==> src/rtl/game_input_conditioner_if.sv <==
// Conditioned game-input bundle: raw buttons/switches in, clean pulses/levels/tick out.
interface game_input_conditioner_if;
    logic [1:0] key_n;
    logic [3:0] sw;
    logic       tick_en;
    logic [1:0] key_press;
    logic [1:0] key_level;
    logic [3:0] sw_sync;
    logic       sec_tick;

    modport master (
        output key_n, sw, tick_en,
        input  key_press, key_level, sw_sync, sec_tick
    );

    modport slave (
        input  key_n, sw, tick_en,
        output key_press, key_level, sw_sync, sec_tick
    );
endinterface

==> src/rtl/game_input_conditioner.sv <==
// Synchronizes and debounces the game pushbuttons, synchronizes the guess switches,
// and divides the system clock into a gated seconds tick.
module gic_key_debounce #(
    parameter int DEBOUNCE_CYCLES = 1_000_000
) (
    input  logic clock,
    input  logic reset,
    input  logic p,
    output logic key_press,
    output logic key_level
);
    localparam int CW = (DEBOUNCE_CYCLES > 1) ? $clog2(DEBOUNCE_CYCLES) : 1;
    localparam logic [CW-1:0] CNT_MAX = CW'(DEBOUNCE_CYCLES - 1);

    typedef enum logic [1:0] {IDLE, PRESS_WAIT, HELD, RELEASE_WAIT} state_e;

    state_e        state_q, state_d;
    logic [CW-1:0] cnt_q, cnt_d;
    logic          press_q, press_d;
    logic          level_q, level_d;

    always_ff @(posedge clock or posedge reset) begin
        if (reset) begin
            state_q <= IDLE;
            cnt_q   <= '0;
            press_q <= 1'b0;
            level_q <= 1'b0;
        end else begin
            state_q <= state_d;
            cnt_q   <= cnt_d;
            press_q <= press_d;
            level_q <= level_d;
        end
    end

    always_comb begin
        state_d = state_q;
        cnt_d   = cnt_q;
        press_d = 1'b0;
        unique case (state_q)
            IDLE: if (p) begin
                state_d = PRESS_WAIT;
                cnt_d   = '0;
            end
            PRESS_WAIT: begin
                // A drop on the accept cycle still counts as a bounce.
                if (!p) begin
                    state_d = IDLE;
                    cnt_d   = '0;
                end else if (cnt_q == CNT_MAX) begin
                    state_d = HELD;
                    press_d = 1'b1;
                end else begin
                    cnt_d = cnt_q + CW'(1);
                end
            end
            HELD: if (!p) begin
                state_d = RELEASE_WAIT;
                cnt_d   = '0;
            end
            RELEASE_WAIT: begin
                if (p) begin
                    state_d = HELD;
                end else if (cnt_q == CNT_MAX) begin
                    state_d = IDLE;
                end else begin
                    cnt_d = cnt_q + CW'(1);
                end
            end
            default: state_d = IDLE;
        endcase
        level_d = (state_d == HELD) || (state_d == RELEASE_WAIT);
    end

    assign key_press = press_q;
    assign key_level = level_q;
endmodule

module game_input_conditioner #(
    parameter int DEBOUNCE_CYCLES = 1_000_000,
    parameter int TICK_CYCLES     = 50_000_000
) (
    input  logic                     clock,
    input  logic                     reset,
    game_input_conditioner_if.slave  bus
);
    localparam int NUM_KEYS = 2;
    localparam int SW_W     = 4;
    localparam int TW       = $clog2(TICK_CYCLES);
    localparam logic [TW-1:0] TICK_MAX = TW'(TICK_CYCLES - 1);

    logic [NUM_KEYS-1:0] key_s1_q, key_s1_d, key_s2_q, key_s2_d;
    logic [SW_W-1:0]     sw_s1_q, sw_s1_d, sw_s2_q, sw_s2_d;
    logic [TW-1:0]       tick_cnt_q, tick_cnt_d;
    logic                sec_tick_q, sec_tick_d;
    logic [NUM_KEYS-1:0] key_press_w, key_level_w;

    // Key synchronizers reset to the released level so a held key reads as a fresh press.
    always_ff @(posedge clock or posedge reset) begin
        if (reset) begin
            key_s1_q   <= '1;
            key_s2_q   <= '1;
            sw_s1_q    <= '0;
            sw_s2_q    <= '0;
            tick_cnt_q <= '0;
            sec_tick_q <= 1'b0;
        end else begin
            key_s1_q   <= key_s1_d;
            key_s2_q   <= key_s2_d;
            sw_s1_q    <= sw_s1_d;
            sw_s2_q    <= sw_s2_d;
            tick_cnt_q <= tick_cnt_d;
            sec_tick_q <= sec_tick_d;
        end
    end

    always_comb begin
        key_s1_d   = bus.key_n;
        key_s2_d   = key_s1_q;
        sw_s1_d    = bus.sw;
        sw_s2_d    = sw_s1_q;
        tick_cnt_d = '0;
        sec_tick_d = 1'b0;
        if (bus.tick_en) begin
            if (tick_cnt_q == TICK_MAX) begin
                sec_tick_d = 1'b1;
            end else begin
                tick_cnt_d = tick_cnt_q + TW'(1);
            end
        end
    end

    for (genvar i = 0; i < NUM_KEYS; i++) begin : g_key
        gic_key_debounce #(.DEBOUNCE_CYCLES(DEBOUNCE_CYCLES)) u_deb (
            .clock     (clock),
            .reset     (reset),
            .p         (~key_s2_q[i]),
            .key_press (key_press_w[i]),
            .key_level (key_level_w[i])
        );
    end

    assign bus.key_press = key_press_w;
    assign bus.key_level = key_level_w;
    assign bus.sw_sync   = sw_s2_q;
    assign bus.sec_tick  = sec_tick_q;
endmodule
==> src/flat_wrapper.sv <==
// flat-port wrapper written by rule: the top's interface ports become plain ports
module game_input_conditioner_flat 
#(
    parameter int DEBOUNCE_CYCLES = 1_000_000,
    parameter int TICK_CYCLES     = 50_000_000
)
  (clock, reset, bus_key_n, bus_sw, bus_tick_en, bus_key_press, bus_key_level, bus_sw_sync, bus_sec_tick);
  game_input_conditioner_if bus_i ();
  input  logic clock;
  input  logic reset;
  input wire logic [$bits(bus_i.key_n)-1:0] bus_key_n;
  input wire logic [$bits(bus_i.sw)-1:0] bus_sw;
  input wire logic [$bits(bus_i.tick_en)-1:0] bus_tick_en;
  output wire logic [$bits(bus_i.key_press)-1:0] bus_key_press;
  output wire logic [$bits(bus_i.key_level)-1:0] bus_key_level;
  output wire logic [$bits(bus_i.sw_sync)-1:0] bus_sw_sync;
  output wire logic [$bits(bus_i.sec_tick)-1:0] bus_sec_tick;
  assign bus_i.key_n = bus_key_n;
  assign bus_i.sw = bus_sw;
  assign bus_i.tick_en = bus_tick_en;
  assign bus_key_press = bus_i.key_press;
  assign bus_key_level = bus_i.key_level;
  assign bus_sw_sync = bus_i.sw_sync;
  assign bus_sec_tick = bus_i.sec_tick;
  game_input_conditioner #(.DEBOUNCE_CYCLES(DEBOUNCE_CYCLES), .TICK_CYCLES(TICK_CYCLES)) u_core (.clock(clock), .reset(reset), .bus(bus_i));
endmodule
==> config.mk <==
export PLATFORM = sky130hd
export DESIGN_NAME = game_input_conditioner_flat
export DESIGN_NICKNAME = d
export VERILOG_FILES = /design/src/rtl/game_input_conditioner_if.sv /design/src/rtl/game_input_conditioner.sv /design/src/flat_wrapper.sv
export SDC_FILE = /design/constraint.sdc
export NUM_CORES = 1
export LEC_CHECK = 0
export ABC_AREA = 1
export CAP_MARGIN = 5
export CORE_UTILIZATION = 35
export CTS_BUF_LIST = sky130_fd_sc_hd__clkbuf_4 sky130_fd_sc_hd__clkbuf_8
export CTS_CLUSTER_DIAMETER = 200
export DETAILED_ROUTE_END_ITERATION = 8
export GPL_ROUTABILITY_DRIVEN = 0
export PLACE_DENSITY_LB_ADDON = 0.08
export REMOVE_ABC_BUFFERS = 1
export SYNTH_ARGS = -nofsm -noshare
export SYNTH_HDL_FRONTEND = slang
export SYNTH_SLANG_ARGS = --single-unit
==> constraint.sdc <==
create_clock -name clock -period 6.45 [get_ports clock]
set_input_delay 0.645 -clock clock [delete_from_list [all_inputs] [get_ports clock]]
set_output_delay 0.645 -clock clock [all_outputs]
set_load 0.02 [all_outputs]
==> impl_metrics.ini, run 1 <==
[timing]
max_slew_margin_pct = 45.79
post-route-period-util_pct = 30.48
worstMarginPinSlew_ns = 0.8132
clock_skew_ns = 0.009090
fmax_mhz = 508.7
finalSetupTns_ns = 0
grt_setup_unrepaired = no
finalWorstSetupSlack_ns = 4.484
finalCriticalPeriod_ns = 1.966
setup_viol = 0
hold_viol_final = 0
drv_slew = 0

[logic_synthesis]
avgSynthCellArea_um2 = 7.114
synth_edf_count = 0
ys_warn_count = 0
synthArstFlopShare_pct = 100.0
yosys.area.top_type_share_pct = 41.47
syn_inst = 704
ys_seq_area_share_pct = 43.57
mappedNetlistArea_um2 = 5009
synth_cell_types = 36
ys.flop_type = dfrtp_1
synthTopCellsByCount = nand2_1, nor2_1, inv_1, dfrtp_1, nand3_1
synth-seq-cells = 87
ys_top_cells_by_area = dfrtp_1, nand2_1, nor2_1
synth.most_common_cell = nand2_1
yosysTopAreaCell = dfrtp_1

[min_path]
hp-class = flop to flop
holdPathStages = 0

[worst_setup_path]
critPathTopFamily = buffers and inverters
crit_chain = clkdlybuf4s50_1
path_buf_inv = 1
critical_path_depth = 1
required_ns = 5.80
slowest_stage = clkdlybuf4s50_1
crit_arrival_ns = 1.32
reg2reg_depth = 8
crit_path_max_fanout = 1
slowest_delay_ns = 0.60
path_class = flop to primary output
setup.worst_path.start_class = flop
cp-end-kind = primary output

[power_and_ir_drop]
p_per_area_nw_per_um2 = 188.5
ir_drop_uv = 105.2
power.total_uw = 1051
p_leak_uw = 0.002538

[drt]
vias = 4444
totalWireLength_um = 11720
dr.pass1.iters = 5
wl_per_cell_um = 12.88
wl_met2_um = 5239
ant_nets = 0
route.detailed.drc = 0
drt_iter0_markers = 330
vias_per_cell = 4.884
top_layer = met4
wl_met3_um = 385
wl_met1_um = 5867

[clock_tree]
htree_levels = 3
cts_resized = 0
cts.sinks = 87
cts.clk_slew.worst_paths_ns = 0.09
ctsHoldBuffers = 0
cts_root_buf = clkbuf_8
postCtsSetupBuffers = 0
cts_inserted_buffers = 9
worstSkewPairLatency_ns = 0.37
cts_buffer_depth = 2
cts_tree = yes

[placement]
dp_hpwl_um = 8640
dpl_cell_area_um2 = 5360
place_ws_ns = 4.241
numPortBuffers = 17

[layout]
n_antenna_cell = 0
fillers = 1465
final_nets = 737
drive_gt1_share_pct = 6.575
postLayoutCellArea_um2 = 5573
area_growth_pct = 11.27
fin_util_pct = 39.99

[floorplanning]
die_y_um = 121.6
start_util_pct = 35.94
ios = 18
die_w_um = 121.6
fp.dieArea_um2 = 14790
core_area_um2 = 13930
fp-row-count = 43

[status]
status = finished clean

[global_routing]
grt_use_total_pct = 17.54
grt_pass1_wl_um = 20380
antenna_found_initial = 0
grt_max_degree = 66
grt-ovfl-total = 0
first_global_vias = 4228

[flow_run]
cap_violations = 0
-- per-stage QoR --
| stage | hold WS [ns] | cells |
|---|---|---|
| 2_1_floorplan | 0.3312 | 696 |
| 3_3_place_gp | 0.3347 | 894 |
| 3_5_place_dp | 0.3412 | 894 |
| 4_1_cts | 0.3474 | 910 |
| 5_1_grt | 0.3509 | 910 |
| 6_report | 0.3478 | 910 |
-- cell type report --
type	count	area [µm²]	share of cell area, %
clock buffer	10	137.6	2.470
clock inverter	6	75.07	1.347
inverter	104	392.9	7.050
multi-input combinational	505	2382	42.75
sequential	87	2182	39.16
tap	180	225.2	4.041
timing repair buffer	18	177.7	3.188
-- cell usage in the layout, fill, tap and decap left out, types with 2 or more instances in the layout --
master,Yosys,final
ha_1,3,3
o21bai_1,2,2
or2_2,3,3
clkbuf_8,0,10
nor2_2,2,2
clkdlybuf4s50_1,0,17
nor2_1,110,110
dfrtp_1,83,83
nor2_4,5,5
nand3_1,59,59
xnor2_1,6,6
o21ai_0,32,32
dfstp_2,4,4
nand3_2,3,3
inv_6,0,2
a21oi_1,13,13
nand2_2,4,4
or2_1,2,2
o22ai_1,6,6
nand4_1,26,26
nand2_1,191,191
inv_1,98,97
nor3b_1,2,2
nor3_1,18,18
inv_2,5,5
a21o_1,2,2
xor2_1,8,8
-- metal layers --
layer | global-route usage (%) | vias up
li1 | - | 2286
met1 | 24.41 | 2056
met2 | 26.92 | 86
met3 | 2.762 | 16
met4 | 7.562 | 0
met5 | 0 | -
-- path summary, 6_finish.rpt --
check,startpoint,endpoint,slack (ns)
worst min-delay path,u_core.key_s1_q[1]$_DFF_PP1_,u_core.key_s2_q[1]$_DFF_PP1_,0.35
min in group asynchronous,reset,u_core.g_key[1].u_deb.cnt_q[8]$_DFFE_PP0P_,0.58
worst min register to register,u_core.key_s1_q[1]$_DFF_PP1_,u_core.key_s2_q[1]$_DFF_PP1_,0.35
worst max register to register,u_core.tick_cnt_q[0]$_DFF_PP0_,u_core.tick_cnt_q[17]$_DFF_PP0_,4.62
max in group asynchronous,reset,u_core.tick_cnt_q[8]$_DFF_PP0_,4.77
worst max-delay path,u_core.bus.sw_sync[3]$_DFF_PP0_,bus_sw_sync[3],4.48
-- power by group --
part | switching (µW) | leakage (µW) | internal, µW
registers | 11.9 | 0.00117 | 559
logic | 47.9 | 0.00126 | 20.9
clock network | 216 | 0.000105 | 196
total | 276 | 0.00254 | 775
-- flip-flops by register name, indices dropped and copies added (netlist names) --
name / count
u_core.tick_cnt_q: 26
u_core.g_key.u_deb.state_q: 4
u_core.key_s2_q: 2
u_core.bus.sec_tick: 1
u_core.key_s1_q: 2
u_core.g_key.u_deb.key_press: 2
u_core.g_key.u_deb.key_level: 2
u_core.sw_s1_q: 4
u_core.g_key.u_deb.cnt_q: 40
u_core.bus.sw_sync: 4
-- kinds of logic after synthesis --
| group | after synthesis | synth area share, % |
|---|---|---|
| buffers and inverters | 112 | 8.868 |
| and+or+nand+nor | 429 | 37.70 |
| xor gates and xnor gates | 14 | 2.448 |
| adders and majority gates | 3 | 0.7495 |
| AOI/OAI and AO/OA | 59 | 6.670 |
| DFF | 87 | 43.57 |
(Power assumes the default switching activity.)
==> inputs of run 2 (changes only) <==
Clock period 6.45 ns to 1.9 ns, I/O delays scaled along.
==> run 2 against run 1 <==
  * Non-clock buffer count grew 9
  * Die area is the same
  * Wire length grew 1.7%
  * Largest power group unchanged
  * Core utilization grew 0.84 points
  * Via count grew 2.3%
  * Sequential share of layout area shrank 0.79 points
==> impl_metrics.ini, run 2 (synthesis gave the netlist of run 1 again) <==
[status]
status = finished clean

[clock_tree]
cts_inserted_buffers = 9
cts.clk_slew.worst_paths_ns = 0.09
htree_levels = 3
cts_root_buf = clkbuf_8
cts_buffer_depth = 2
cts_tree = yes
cts.sinks = 87
ctsHoldBuffers = 0
worstSkewPairLatency_ns = 0.37

[timing]
finalCriticalPeriod_ns = 1.700
finalSetupTns_ns = 0
fmax_mhz = 588.2
grt_setup_unrepaired = no
post-route-period-util_pct = 89.47
clock_skew_ns = 0.01063
whs_ns = 0.1591
worstMarginPinSlew_ns = 0.4689
hold_viol_final = 0
drv_slew = 0
max_slew_margin_pct = 68.74
setup_viol = 0

[floorplanning]
core_area_um2 = 13930
fp.dieArea_um2 = 14790
die_y_um = 121.6
die_w_um = 121.6
ios = 18
start_util_pct = 35.94
fp-row-count = 43

[worst_setup_path]
cp-end-kind = flop
reg2reg_depth = 8
required_ns = 2.17
crit_arrival_ns = 1.97
path_class = flop to flop
r2r_slack_ns = 0.20
crit_path_max_fanout = 8
r2r-end = u_core.tick_cnt_q[17]$_DFF_PP0_
timing.rr.start = u_core.tick_cnt_q[0]$_DFF_PP0_
setup.worst_path.start_class = flop

[layout]
regMostFlops = u_core.g_key.u_deb.cnt_q
reg.largest.list = u_core.g_key.u_deb.cnt_q x40, u_core.tick_cnt_q x26
largest_register_ffs = 40
drive_gt1_share_pct = 7.848
layout_commonest_cell = nand2_1
final_nets = 746
n_antenna_cell = 0
postLayoutCellArea_um2 = 5690
final_cell_mix = nand2_1, nor2_1, inv_1, dfrtp_1, nand3_1
area_growth_pct = 13.61

[power_and_ir_drop]
p_int_uw = 2775
p_per_area_nw_per_um2 = 645.0
clockPowerShare_pct = 40.3
p_switching_uw = 895.1
power_frac_seq_pct = 52.8
p_sw_share_pct = 24.39
pwr-share-comb_pct = 7.0
p_leak_uw = 0.002608
ir_drop_uv = 473.7

[drt]
dr.pass1.iters = 5
wl_per_cell_um = 12.96
vias = 4546
vias_per_cell = 4.947
route.detailed.drc = 0
totalWireLength_um = 11910
ant_nets = 0
drt_iter0_markers = 282

[placement]
numPortBuffers = 17
dp_hpwl_um = 8909
dpl_cell_area_um2 = 5450

[global_routing]
grt_max_degree = 36
grt-ovfl-total = 0
grt_pass1_wl_um = 20750
grt_use_total_pct = 17.98
antenna_found_initial = 0
first_global_vias = 4298

[flow_run]
cap_violations = 0

[min_path]
hp-class = primary input to asynchronous set/reset pin
## run 2: changes by cell type in the layout (fill, tap and decap cells not counted), sizes merged
cell      previous run  this run
buf                  1        10
bufinv               1         2
clkbuf              10        11
clkinvlp             1         0
inv                106       104
clkinv               2         3
## run 2: routing by layer
layer / part of all wire, % / global-route usage, %
met5: 0 / 0
met1: 48 / 23.92
met3: 4.0 / 4.448
met4: 2.1 / 6.713
met2: 45 / 28.16
## run 2: critical path, cell delays in order, from the launching register on
cell	delay, ns
dfrtp_2	0.42
ha_1	0.23
nand3_2	0.15
nor2_1	0.16
nand2_1	0.11
nor2_1	0.15
nand3_1	0.13
nand2_2	0.18
nor2_1	0.07
## run 2: repair_timing
| action | in CTS | in global routing |
|---|---|---|
| buffers inserted | 0 | 2 |
| gates resized for setup | 0 | 2 |
| setup endpoints to repair | 0 | 5 |
## run 2: power groups by stage
stage          logic (µW)  clock network [µW]  registers (µW)
6_report              256                1480            1940
4_1_cts               261                1550            1940
2_1_floorplan         157                   0            1970
3_5_place_dp          259                   0            1970
3_3_place_gp          259                   0            1970
5_1_grt               296                1610            1940
## run 2: worst max-delay path by stage
| stage | startpoint | to | slack (ns) | cells after the start |
|---|---|---|---|---|
| 2_1_floorplan | reset | u_core.bus.sec_tick$_DFF_PP0_ | -0.53 | 1 |
| 3_3_place_gp | u_core.tick_cnt_q[0]$_DFF_PP0_ | u_core.tick_cnt_q[17]$_DFF_PP0_ | 0.23 | 8 |
| 3_5_place_dp | u_core.tick_cnt_q[0]$_DFF_PP0_ | u_core.tick_cnt_q[17]$_DFF_PP0_ | 0.17 | 8 |
| 4_1_cts | u_core.tick_cnt_q[0]$_DFF_PP0_ | u_core.tick_cnt_q[17]$_DFF_PP0_ | 0.15 | 8 |
| 5_1_grt | u_core.g_key[0].u_deb.cnt_q[0]$_DFFE_PP0P_ | u_core.g_key[0].u_deb.cnt_q[18]$_DFFE_PP0P_ | 0.03 | 10 |
| 6_report | u_core.tick_cnt_q[0]$_DFF_PP0_ | u_core.tick_cnt_q[17]$_DFF_PP0_ | 0.20 | 8 |
## run 2: cell type report
| type | instances | area (µm²) |
|---|---|---|
| multi-input combinational | 505 | 2382 |
| fill | 1435 | 8244 |
| clock inverter | 5 | 78.83 |
| tap | 180 | 225.2 |
| sequential | 87 | 2183 |
| clock buffer | 11 | 145.1 |
| inverter | 104 | 392.9 |
| timing repair buffer | 27 | 282.8 |
## run 2: metrics by stage
stage / utilization, % / cells / setup slack (ns) / total power (µW)
detailed placement: 39.11 / 901 / 0.1710 / 2232
CTS: 40.72 / 917 / 0.1549 / 3747
global placement: 39.11 / 901 / 0.2308 / 2230
floorplan: - / 696 / -0.5336 / 2125
global route: 40.84 / 919 / 0.03435 / 3855
finish: 40.84 / 919 / 0.2000 / 3670
